`src/rtl/nes_oam_dma_pkg.sv`:
```
// Shared definitions for the sprite OAM DMA engine and the CPU bus decoder.
package nes_oam_dma_pkg;

   // DMA sequencer states. GET cycles always land on even CPU cycles.
   typedef enum logic [2:0] {
      IDLE  = 3'd0,
      HALT  = 3'd1,
      ALIGN = 3'd2,
      GET   = 3'd3,
      PUT   = 3'd4
   } dma_state_t;

   // Register that triggers a transfer, and the OAM data port every byte is written to.
   localparam logic [15:0] DMA_REG_DEFAULT  = 16'h4014;
   localparam logic [15:0] OAM_PORT_DEFAULT = 16'h2004;

   // The eight PPU registers at $2000-$2007 repeat every 8 bytes up to $3FFF.
   localparam logic [15:0] PPU_MIRROR_MASK = 16'h2007;

   // Fold a mirrored PPU register address back onto $2000-$2007.
   function automatic logic [15:0] ppu_unmirror(input logic [15:0] addr);
      return addr & PPU_MIRROR_MASK;
   endfunction

   // True for any address inside the $2000-$3FFF PPU register window.
   function automatic logic is_ppu_reg(input logic [15:0] addr);
      return addr[15:13] == 3'b001;
   endfunction

endpackage

```
`src/rtl/nes_oam_dma.sv`:
```
// Sprite OAM DMA engine: snoops CPU writes to the DMA register, stalls the core
// and copies one 256-byte page to the PPU OAM data port, one byte per GET/PUT pair.
module nes_oam_dma
   import nes_oam_dma_pkg::*;
#(
   parameter logic [15:0] DMA_REG  = DMA_REG_DEFAULT,
   parameter logic [15:0] OAM_PORT = OAM_PORT_DEFAULT
) (
   input  logic        clock,
   input  logic        reset_n,
   input  logic        ce,
   input  logic [15:0] cpu_address,
   input  logic [7:0]  cpu_out,
   input  logic        cpu_we,
   input  logic [7:0]  mem_in,
   output logic        halt,
   output logic        dma_active,
   output logic [15:0] dma_address,
   output logic [7:0]  dma_out,
   output logic        dma_we,
   output logic        dma_rd
);

   dma_state_t state, state_next;
   logic [7:0] page, page_next;
   logic [7:0] index, index_next;
   logic [7:0] latch;
   logic       parity;
   logic       prev_get;

   // Sequencer state, source page/index and the even/odd cycle toggle advance once per CPU cycle.
   always_ff @(posedge clock or negedge reset_n) begin
      if (!reset_n) begin
         state  <= IDLE;
         page   <= 8'h00;
         index  <= 8'h00;
         parity <= 1'b0;
      end else if (ce) begin
         state  <= state_next;
         page   <= page_next;
         index  <= index_next;
         parity <= ~parity;
      end
   end

   // Capture the byte that arrives on the first clock of PUT so the write data
   // stays stable when ce stretches the cycle and the bus moves to the OAM port.
   always_ff @(posedge clock or negedge reset_n) begin
      if (!reset_n) begin
         latch    <= 8'h00;
         prev_get <= 1'b0;
      end else begin
         prev_get <= (state == GET);
         if (state == PUT && prev_get) begin
            latch <= mem_in;
         end
      end
   end

   // Next-state logic; a trigger is only honoured from IDLE, so writes during a transfer are ignored.
   always_comb begin
      state_next = state;
      page_next  = page;
      index_next = index;
      case (state)
         IDLE: begin
            if (cpu_we && cpu_address == DMA_REG) begin
               state_next = HALT;
               page_next  = cpu_out;
               index_next = 8'h00;
            end
         end
         // The cycle after HALT has parity ~parity; it must be even to start a GET.
         HALT:    state_next = parity ? GET : ALIGN;
         ALIGN:   state_next = GET;
         GET:     state_next = PUT;
         PUT: begin
            if (index == 8'hFF) begin
               state_next = IDLE;
            end else begin
               index_next = index + 8'h01;
               state_next = GET;
            end
         end
         default: state_next = IDLE;
      endcase
   end

   // Bus outputs decode straight from the state so reset clears them without waiting for a clock.
   always_comb begin
      halt        = (state != IDLE);
      dma_active  = (state != IDLE);
      dma_rd      = 1'b0;
      dma_we      = 1'b0;
      dma_address = 16'h0000;
      dma_out     = 8'h00;
      case (state)
         GET: begin
            dma_rd      = 1'b1;
            dma_address = {page, index};
         end
         PUT: begin
            dma_we      = 1'b1;
            dma_address = OAM_PORT;
            dma_out     = prev_get ? mem_in : latch;
         end
         default: ;
      endcase
   end

endmodule

```
`config.mk`:
```
export PLATFORM = sky130hd
export DESIGN_NAME = nes_oam_dma
export DESIGN_NICKNAME = d
export VERILOG_FILES = /design/src/rtl/nes_oam_dma_pkg.sv /design/src/rtl/nes_oam_dma.sv
export SDC_FILE = /design/constraint.sdc
export NUM_CORES = 1
export LEC_CHECK = 0
export BUFFER_PORTS_ARGS = -buffer_cell sky130_fd_sc_hd__buf_2
export CAP_MARGIN = 20
export CELL_PAD_IN_SITES_DETAIL_PLACEMENT = 1
export CELL_PAD_IN_SITES_GLOBAL_PLACEMENT = 1
export CORE_ASPECT_RATIO = 1.2
export CORE_UTILIZATION = 36
export DETAILED_ROUTE_END_ITERATION = 6
export PLACE_DENSITY = 0.77
export RECOVER_POWER = 100
export SLEW_MARGIN = 10
export SYNTH_ARGS = -nofsm -noshare
export SYNTH_HDL_FRONTEND = slang
export SYNTH_SLANG_ARGS = --single-unit
```
`constraint.sdc`:
```
create_clock -name clock -period 2.16 [get_ports clock]
set_input_delay 0.324 -clock clock [delete_from_list [all_inputs] [get_ports clock]]
set_output_delay 0.324 -clock clock [all_outputs]
set_load 0.02 [all_outputs]
```
=== Word level (Yosys, flattened, before mapping) ===
Index checks and enable logic that the tools add are counted.

* Register bits after elaboration: 29
* Output and inout port bits: 28

* Bitwise operators: 1
* Reduce and logical (&&, ||, !) cells: 8
* Equal/unequal tests: 8
* Add/subtract/negate cells: 1
* Muxes and demuxes: 12

{| class="wikitable"
|+ Operators with widths
! cell !! count
|-
| 8-bit 2-to-1 mux || 4
|-
| 16-bit case mux with 2 select lines || 1
|-
| 16-bit by 15-bit == test with 1-bit output (second input constant) || 1
|-
| 8-bit case mux with 2 select lines || 1
|-
| 3-bit case mux with 5 select lines || 1
|-
| 8-bit by 1-bit adder with 8-bit output (second input constant) || 1
|-
| 8-bit == test (second input constant) || 1
|-
| 3-bit by 2-bit == test with 1-bit output (second input constant) || 2
|-
| 2-bit != test (second input constant) || 2
|-
| 4-bit AND reduction || 1
|-
| 3-bit by 1-bit == test with 1-bit output (second input constant) || 1
|-
| 3-bit == test (second input constant) || 1
|-
| 3-bit logical NOT || 1
|-
| 1-bit 2-to-1 mux || 3
|-
| 3-bit 2-to-1 mux || 1
|-
| 3-bit AND reduction || 1
|-
| 3-bit nonzero test || 1
|-
| 1-bit logical AND || 2
|-
| 2-bit 2-to-1 mux || 1
|-
| 2-bit AND reduction || 1
|-
| 2-bit nonzero test || 1
|-
| 1-bit NOT || 1
|}

=== Depth between registers and ports, before layout ===
Gate-level depths: netlist (run 1).

* Depth after elaboration: 4
* Mapped depth: 7

=== Least setup slack after synthesis (run 1) ===
No wires, ideal clock.

* Kind: input-to-reg
* From: input cpu_address[1]
* To: register page[0]
* Required time: 2.035 ns
* Library setup time: 0.125 ns
* Stages on the path: 5
* Setup slack: 0.223 ns
* Data arrival time: 1.812 ns
* Cell sequence: or4b_4 -> nor4_4 -> nand2_1 -> nor2_2 -> mux2_2

* Word-level cells in the longest chain between the ends: 3

{| class="wikitable"
|+ Ends and longest elaborated chain
! item !! line !! text
|-
| start: declaration || nes_oam_dma.sv:12 || <nowiki>input logic [15:0] cpu_address,</nowiki>
|-
| 16-bit by 15-bit == test with 1-bit output || nes_oam_dma.sv:67 || <nowiki>if (cpu_we && cpu_address == DMA_REG) begin</nowiki>
|-
| 1-bit logical AND || nes_oam_dma.sv:67 ||
|-
| 3-bit AND reduction (no source line) || -- ||
|-
| end signal: assignment || nes_oam_dma.sv:40 || <nowiki>page <= page_next;</nowiki>
|-
| end: declaration || nes_oam_dma.sv:25 || <nowiki>logic [7:0] page, page_next;</nowiki>
|}

Every way passes these cells.
A chain may end at the register's enable or synchronous reset.

=== Final worst setup path (run 1) ===
* From: register state[0]
* To: output dma_address[2]

* Word-level cells in the longest chain between the ends: 2
* Elaborated cells between the ends (all ways): 3

{| class="wikitable"
|+ Ends and longest elaborated chain
! item !! line !! text
|-
| start: declaration || nes_oam_dma.sv:24 || <nowiki>dma_state_t state, state_next;</nowiki>
|-
| start signal: assignment || nes_oam_dma.sv:39 || <nowiki>state <= state_next;</nowiki>
|-
| 3-bit == test or 3-bit by 2-bit == test with 1-bit output (tied branches) || nes_oam_dma.sv:97 || <nowiki>case (state)</nowiki>
|-
| 16-bit case mux with 2 select lines * || nes_oam_dma.sv:97 ||
|-
| end: declaration || nes_oam_dma.sv:18 || <nowiki>output logic [15:0] dma_address,</nowiki>
|}

Every way passes the cells marked *; elsewhere a longest branch is shown, timed or not.

==> flow_summary.json, run 1 <==
{
  "status": "finished with violations",
  "violations": "capacitance limit, slew limit",
  "die_h_um": 75.9,
  "num_rows": 26,
  "drv_cap": 1,
  "worst_slew_pin_slew_ps": 1570,
  "end_kind": "primary output",
  "start_util_pct": 38.1,
  "cts_inserted_buffers": 5,
  "antenna_left": 0,
  "required_ps": 1840,
  "peakVddDrop_mv": 0.461,
  "finalHoldViolCount": 0,
  "cts_root_buf": "clkbuf_8",
  "synth_ff_type": "dfrtp_1",
  "via_per_inst": 5.14,
  "clkLatencyLatePin_ps": 280,
  "synth_top_area_share_pct": 44.3,
  "internal_power_mw": 1.20,
  "dieWidth_um": 63.6,
  "switching_share_pct": 38.2,
  "yosysSeqAreaShare_pct": 44.3,
  "routedWlPerCell_um": 14.4,
  "final_layout_size_suffix_gt1_share_pct": 37.0,
  "path_max_fanout": 13,
  "core_um2": 4290,
  "postCtsResizedCells": 0,
  "drtPass1Iterations": 3,
  "path_cells": "nor2_2 > buf_4 > nand2_1 > buf_4 > nand2_1 > clkbuf_1",
  "diodes": 0,
  "fin_crit_ps": 2020,
  "final_common_cell": "buf_2",
  "crit_path_top_delay_cell": "dfrtp_1",
  "ys_ff_latch": 29,
  "gp_congestion": 0.755,
  "synth_edf_count": 0,
  "muxShareOfSynthArea_pct": 15.9,
  "vias": 1471,
  "syn_inst": 158,
  "track_usage_pct": 18.6,
  "synthSimpleGateAreaFrac_pct": 20.7,
  "synth_area_leader_cell": "dfrtp_1",
  "tns_ps": 0,
  "cts_hold_buf": 0,
  "yosysWarnings": 0,
  "final_cell_mix": "buf_2, dfrtp_1, clkbuf_1, mux2_2, nand2_1",
  "post-cts-setup-buffers": 0,
  "p_switching_uw": 743,
  "antenna_found_initial": 0,
  "setup_viol": 0,
  "die_area_um2": 4820,
  "synth_xor_area_share_pct": 0.535,
  "min_period_over_period_pct": 93.6,
  "grt_pass1_wl_um": 6870,
  "grt_overflow": 0,
  "rsz0062_at_grt": "false",
  "final.fill_count": 544,
  "clock_power_share_pct": 21.9,
  "dr.first_iter.drc_count": 38,
  "pwr-share-comb_pct": 39.2,
  "area_growth_pct": 28.6,
  "async_flop_share_pct": 100,
  "drc_errors": 0,
  "clk_pin_slew_ps": 60,
  "finalWirelength_um": 4110,
  "synth_compound_area_share_pct": 13.8,
  "final_nets": 266,
  "yosysUniqueCellTypes": 35,
  "cts_sinks": 29,
  "grt_max_degree": 30,
  "dp_hpwl_um": 3140,
  "utilization_pct": 49.0,
  "clockBufferDepth": 2,
  "syn_area_per_cell_um2": 10.4,
  "hp-class": "in -> reg",
  "grt_pass1_vias": 1486,
  "holdWs_ps": 279,
  "htreeDepth": 2,
  "slowest_delay_ps": 460,
  "p_seq_share_pct": 38.9,
  "cts_tree": "done",
  "fmax_ghz": 0.495,
  "ys_top_cells_by_area": "dfrtp_1, mux2_2, and2_1, mux2i_1, nand2_1",
  "finalPower_mw": 1.95,
  "power_density_nw_per_um2": 924,
  "fin_skew_ps": 5.59,
  "synth_top_family_by_area": "simple AND/OR/NAND/NOR gates",
  "drv_slew": 30,
  "synth_fa_ha_area_share_pct": 0.765,
  "syn_nets": 195,
  "crit_arrival_ps": 1700,
  "ios": 64,
  "cellLeakagePower_nw": 1.03,
  "port_buffers": 63,
  "path_class": "reg -> out",
  "synth_area_um2": 1640,
  "slew_headroom_pct": -4.82,
  "cp-start-kind": "flop"
}
-- power by group through the flow --
stage          logic [mW]  clock network (mW)  registers, mW
6_report            0.763               0.426          0.757
5_1_grt             0.846               0.469          0.778
4_1_cts             0.789               0.441          0.754
3_5_place_dp        0.787                   0          0.765
3_3_place_gp        0.765                   0          0.755
2_1_floorplan       0.548                   0          0.729
-- worst paths after layout --
check,from,end,slack [ps],depth (start not counted)
hold / removal,cpu_out[4],page[4],280,2
setup / recovery,state[0],dma_address[2],140,6
min in group asynchronous,reset_n,index[5],430,1
hold reg to reg,parity,parity,450,1
setup reg to reg,index[0],state[0],280,6
max in group asynchronous,reset_n,state[0],810,1
-- metal layers --
metal	GRT usage [%]	up-vias	share of wire (%)
met3	4.04	6	5.3
met5	0	-	0
li1	-	706	-
met1	22.1	706	42
met4	8.33	0	1.8
met2	32.6	53	50
-- final cells by class --
type	instances	area, µm²	area share [%]
clock inverter	2	10.0	0.476
clock buffer	6	72.6	3.45
sequential	29	726	34.5
tap	56	70.1	3.33
timing repair buffer	73	372	17.7
inverter	5	18.8	0.892
multi-input combinational	115	836	39.7
-- through the flow --
stage | worst slack [ps] | area [µm²] | instances
floorplan | 223 | 1640 | 158
global route | 24.9 | 2100 | 286
detailed placement | 78.0 | 2060 | 278
CTS | 16.2 | 2150 | 286
finish | 139 | 2100 | 286
global placement | 137 | 2060 | 278
-- cells in the mapped netlist, types with 2 or more instances --
cell / number
mux2i_1: 8
o21a_1: 5
mux2_2: 16
or2_2: 2
and3_1: 3
nand2_1: 14
dfrtp_1: 29
a22o_1: 2
and2_1: 14
o21ai_1: 2
nor3_1: 2
clkbuf_1: 7
a21oi_1: 2
inv_1: 5
o41ai_1: 3
nor2_2: 2
nor2_1: 10
or4_1: 4
nand3_1: 2
nand4bb_1: 2
o21ai_0: 7
o31ai_1: 4
-- flip-flops by register name, indices dropped and copies added, names as in the netlist --
register,flops
index,8
latch,8
page,8
parity,1
prev_get,1
state,3
-- cells by family (layout without fill, tap and decap cells) --
logic type               Yosys count  after routing
buffers and inverters             14             86
XOR/XNOR                           1              1
adder cells (fa/ha/maj)            1              1
multiplexers                      24             24
AO/OA/AOI/OAI                     31             31
AND/OR/NAND/NOR                   58             58
flip-flops                        29             29
-- worst max-delay path: cells and delay by family, from the launching register on --
family,cells,cell delay [ps]
buffers and inverters,3,600
flip-flops,1,460
AND/OR/NAND/NOR,3,350
Power figures use the tool's default switching activity.
==> run 2: changes to the inputs <==
CELL_PAD_IN_SITES_DETAIL_PLACEMENT = default   (was 1)
CELL_PAD_IN_SITES_GLOBAL_PLACEMENT = default   (was 1)
CORE_UTILIZATION = 48   (was 36)
TNS_END_PERCENT = 1   (was default)
==> run 2 against run 1 <==
- the run still ends with capacitance limit, slew limit left
- largest power group unchanged
- largest cell class unchanged
- register-to-register slack worse by 110 ps
- design area is 1.9% lower
- hold slack worse by 54 ps
- total power is 5.5% lower
- global-route usage is 3.3 points higher
- sequential power is 1% lower
- combinational power is 2% higher
- die area is 24% lower
- via count is 0.14% lower
- critical path depth is 1 lower
- clock power is 27% lower
- clock-buffer cell count stayed put
==> flow_summary.json, run 2 (synthesized netlist as in run 1, its figures left out) <==
{
  "routedWlPerCell_um": 13.2,
  "finalWirelength_um": 3500,
  "rsz0062_at_grt": "false",
  "clk_pin_slew_ps": 90,
  "slew_headroom_pct": -1.91,
  "violations": "capacitance limit, slew limit",
  "end_kind": "primary output",
  "tns_ps": 0,
  "cts_inserted_buffers": 5,
  "fmax_ghz": 0.490,
  "grt_pass1_wl_um": 6200,
  "drtPass1Iterations": 4,
  "diodes": 0,
  "die_area_um2": 3650,
  "utilization_pct": 65.2,
  "finalPower_mw": 1.84,
  "drt-met1-wl_um": 1390,
  "reg2reg_from": "state[1]",
  "crit_arrival_ps": 1720,
  "dp_hpwl_um": 2680,
  "grt_overflow": 0,
  "crit_start": "state[1]",
  "wl_met2_um": 1800,
  "setup_viol": 0,
  "drv_slew": 30,
  "hp-class": "in -> reg",
  "fin_skew_ps": 5.01,
  "peakVddDrop_mv": 0.675,
  "finalHoldViolCount": 0,
  "worst_slew_pin_slew_ps": 1530,
  "final.fill_count": 258,
  "dr.first_iter.drc_count": 48,
  "via_per_inst": 5.54,
  "clockBufferDepth": 2,
  "port_buffers": 63,
  "drc_errors": 0,
  "path_class": "reg -> out",
  "cts_root_buf": "clkbuf_4",
  "cp-start-kind": "flop",
  "ios": 64,
  "gp_congestion": 0.883,
  "track_usage_pct": 22.0,
  "final_cell_mix": "buf_2, dfrtp_1, clkbuf_2, mux2_2",
  "drv_cap": 1,
  "clkLatencyLatePin_ps": 330,
  "required_ps": 1840,
  "final_layout_size_suffix_gt1_share_pct": 42.8,
  "dp.cells": 257,
  "num_rows": 22,
  "antenna_found_initial": 0,
  "grt_max_degree": 30,
  "dieWidth_um": 55.3,
  "final_common_cell": "buf_2",
  "grt_pass1_vias": 1431,
  "finalNonFillerCells": 265,
  "cts_tree": "done",
  "power_density_nw_per_um2": 891,
  "reg_top3": "index x8, latch x8, page x8",
  "status": "finished with violations",
  "vias": 1469,
  "htreeDepth": 2,
  "area_growth_pct": 26.1,
  "min_period_over_period_pct": 94.5,
  "cts_hold_buf": 0,
  "path_max_fanout": 8,
  "final_nets": 265,
  "antenna_left": 0,
  "wl_met3_um": 257,
  "hp-start": "cpu_out[6]",
  "start_util_pct": 51.7,
  "cellLeakagePower_nw": 1.07,
  "core_um2": 3170,
  "die_h_um": 66.0,
  "highest_layer": "met4",
  "holdWs_ps": 226,
  "cts_sinks": 29,
  "fin_crit_ps": 2040
}
run 2: final cells by class:
cell class | count | area, µm² | share of cell area [%]
clock inverter | 2 | 10.0 | 0.485
inverter | 5 | 18.8 | 0.909
clock buffer | 6 | 41.3 | 2.00
sequential | 29 | 726 | 35.2
timing repair buffer | 72 | 372 | 18.0
tap | 36 | 45.0 | 2.18
multi-input combinational | 115 | 852 | 41.3
run 2: timing repair:
| item | 4_1_cts | 5_1_grt |
|---|---|---|
| buffers inserted | 0 | 0 |
| gates cloned | 0 | 0 |
| endpoints found under the setup margin | 9 | 1 |
| pin swaps | 0 | 0 |
| gates resized for setup | 2 | 1 |
run 2: per-layer routing:
metal / vias up / track usage, %
met5: - / 0
met4: 0 / 9.69
met3: 5 / 5.48
met2: 68 / 38.7
met1: 689 / 25.3
li1: 707 / -
run 2: final timing paths:
kind	slack [ps]	endpoint	depth (start not counted)
max	120	dma_out[7]	5
min	230	page[6]	2
max reg2reg	170	state[0]	5
min reg2reg	470	parity	1
max in group asynchronous	920	index[3]	1
min in group asynchronous	360	index[1]	1
run 2: worst max-delay path, cell delays in order, from the launching register on:
cell and delay (ps):
dfrtp_1 450, nor2_4 210, nand2_1 210, buf_4 230, nor2_1 110, buf_2 170
run 2: metrics by stage:
stage	setup slack, ps	instance area [µm²]
global placement	38.3	2020
CTS	84.2	2080
finish	119	2060
global route	9.92	2060
floorplan	223	1640
detailed placement	-15.6	2020
run 2: power breakdown:
part | total, mW | switching (mW) | internal [mW] | leakage, nW
logic | 0.781 | 0.428 | 0.352 | 0.650
clock network | 0.311 | 0.187 | 0.124 | 0.0320
registers | 0.747 | 0.0962 | 0.651 | 0.388
total | 1.84 | 0.712 | 1.13 | 1.07
==> run 3: changes to the inputs <==
SETUP_SLACK_MARGIN = 0.5   (was default)
==> run 3 against run 2 <==
- the run still ends with capacitance limit, slew limit left
- design area rose by 13%
- maximum frequency up 5.1%
- via count rose by 9.1%
- sequential cell count did not move
- hold slack got worse by 20 ps
- wire length up 29%
- clock skew fell by 1.5 ps
- critical path type unchanged
- final cell count is 4.9% higher
- combinational power increased by 49%
- sequential power grew 2%
- core utilization up 8.7 points
- first-iteration DRC count decreased by 8.3%
==> flow_summary.json, run 3 (synthesized netlist as in run 1, its figures left out) <==
{
  "cts_sinks": 29,
  "start_util_pct": 51.7,
  "reg_top3": "index x8, latch x8, page x8",
  "place_ws_ps": 60.6,
  "drc_errors": 0,
  "status": "finished with violations",
  "track_usage_pct": 27.1,
  "min_period_over_period_pct": 89.9,
  "antenna_left": 0,
  "fin_crit_ps": 1940,
  "num_rows": 22,
  "area_growth_pct": 43.0,
  "via_per_inst": 5.77,
  "core_um2": 3170,
  "dpl_cell_area_um2": 2020,
  "violations": "capacitance limit, slew limit",
  "finalWirelength_um": 4520,
  "cts_root_buf": "clkbuf_4",
  "port_buffers": 63,
  "path_max_fanout": 5,
  "drtPass1Iterations": 4,
  "reg2reg_from": "index[1]",
  "slew_headroom_pct": -5.31,
  "hp-class": "in -> reg",
  "clockBufferDepth": 2,
  "utilization_pct": 73.9,
  "setup_viol": 0,
  "final_nets": 278,
  "final_cell_mix": "buf_2, dfrtp_1, mux2_2",
  "end_kind": "primary output",
  "layout_setup_ws_ps": 218,
  "finalPower_mw": 2.24,
  "die_area_um2": 3650,
  "crit_arrival_ps": 1620,
  "clkLatencyLatePin_ps": 340,
  "final_layout_size_suffix_gt1_share_pct": 49.2,
  "dr.first_iter.drc_count": 44,
  "dp.cells": 257,
  "cts_tree": "done",
  "die_h_um": 66.0,
  "grt_overflow": 0,
  "fin_skew_ps": 3.50,
  "rsz0062_at_grt": "true",
  "dieWidth_um": 55.3,
  "power_density_nw_per_um2": 959,
  "vias": 1603,
  "gp_congestion": 0.874,
  "cp-start-kind": "flop",
  "tns_ps": 0,
  "antenna_found_initial": 0,
  "peakVddDrop_mv": 0.677,
  "finalHoldViolCount": 0,
  "crit_start": "state[0]",
  "diodes": 0,
  "ios": 64,
  "grt_pass1_vias": 1601,
  "cts_hold_buf": 0,
  "cts_inserted_buffers": 5,
  "final_area_um2": 2340,
  "final_common_cell": "buf_2",
  "grt_pass1_wl_um": 7420,
  "drv_slew": 30,
  "clk_pin_slew_ps": 90,
  "hp-start": "cpu_out[7]",
  "htreeDepth": 2,
  "required_ps": 1840,
  "routedWlPerCell_um": 16.3,
  "grt_max_degree": 30,
  "fmax_ghz": 0.515,
  "drv_cap": 1,
  "path_class": "reg -> out",
  "worst_slew_pin_slew_ps": 1580,
  "cellLeakagePower_nw": 1.12,
  "dp_hpwl_um": 2840,
  "holdWs_ps": 206,
  "finalNonFillerCells": 278
}
-- run 3: area by class of cell --
cell class / instances / area, µm²
Clock inverter: 3 / 17.5
Inverter: 5 / 21.3
Fill cell: 237 / 826
Timing Repair Buffer: 82 / 523
Tap cell: 36 / 45.0
Clock buffer: 5 / 37.5
Multi-Input combinational cell: 118 / 967
Sequential cell: 29 / 728
-- run 3: worst paths after layout --
path | endpoint | slack [ps] | cells after the start
worst max-delay path | dma_address[0] | 220 | 4
worst min-delay path | page[7] | 210 | 2
worst max register to register | state[0] | 340 | 6
worst min register to register | parity | 460 | 1
max in group asynchronous | index[0] | 780 | 1
min in group asynchronous | index[5] | 360 | 1
-- run 3: what timing repair did --
action                                  CTS  global route
resized for setup                        72             4
buffers inserted                          9             1
pin swaps                                12             2
cloned                                    3             0
endpoints found under the setup margin   44            45
-- run 3: worst max-delay path: stages, from the launching register on --
cell and delay [ps]:
dfrtp_1 450, clkbuf_1 170, and3_1 310, and2_0 210, buf_6 130
-- run 3: routing by layer --
metal  routed length [µm]  global-route usage, %
met1                 1660                   27.9
met2                 2430                   51.7
met3                  300                   4.89
met4                  137                   14.7
met5                    0                      0
-- run 3: power by group --
group / total, mW / leakage [nW] / switching [mW] / internal [mW]
Sequential: 0.760 / 0.385 / 0.105 / 0.655
Clock: 0.325 / 0.0310 / 0.203 / 0.122
Combinational: 1.16 / 0.705 / 0.620 / 0.537
Total: 2.24 / 1.12 / 0.928 / 1.31
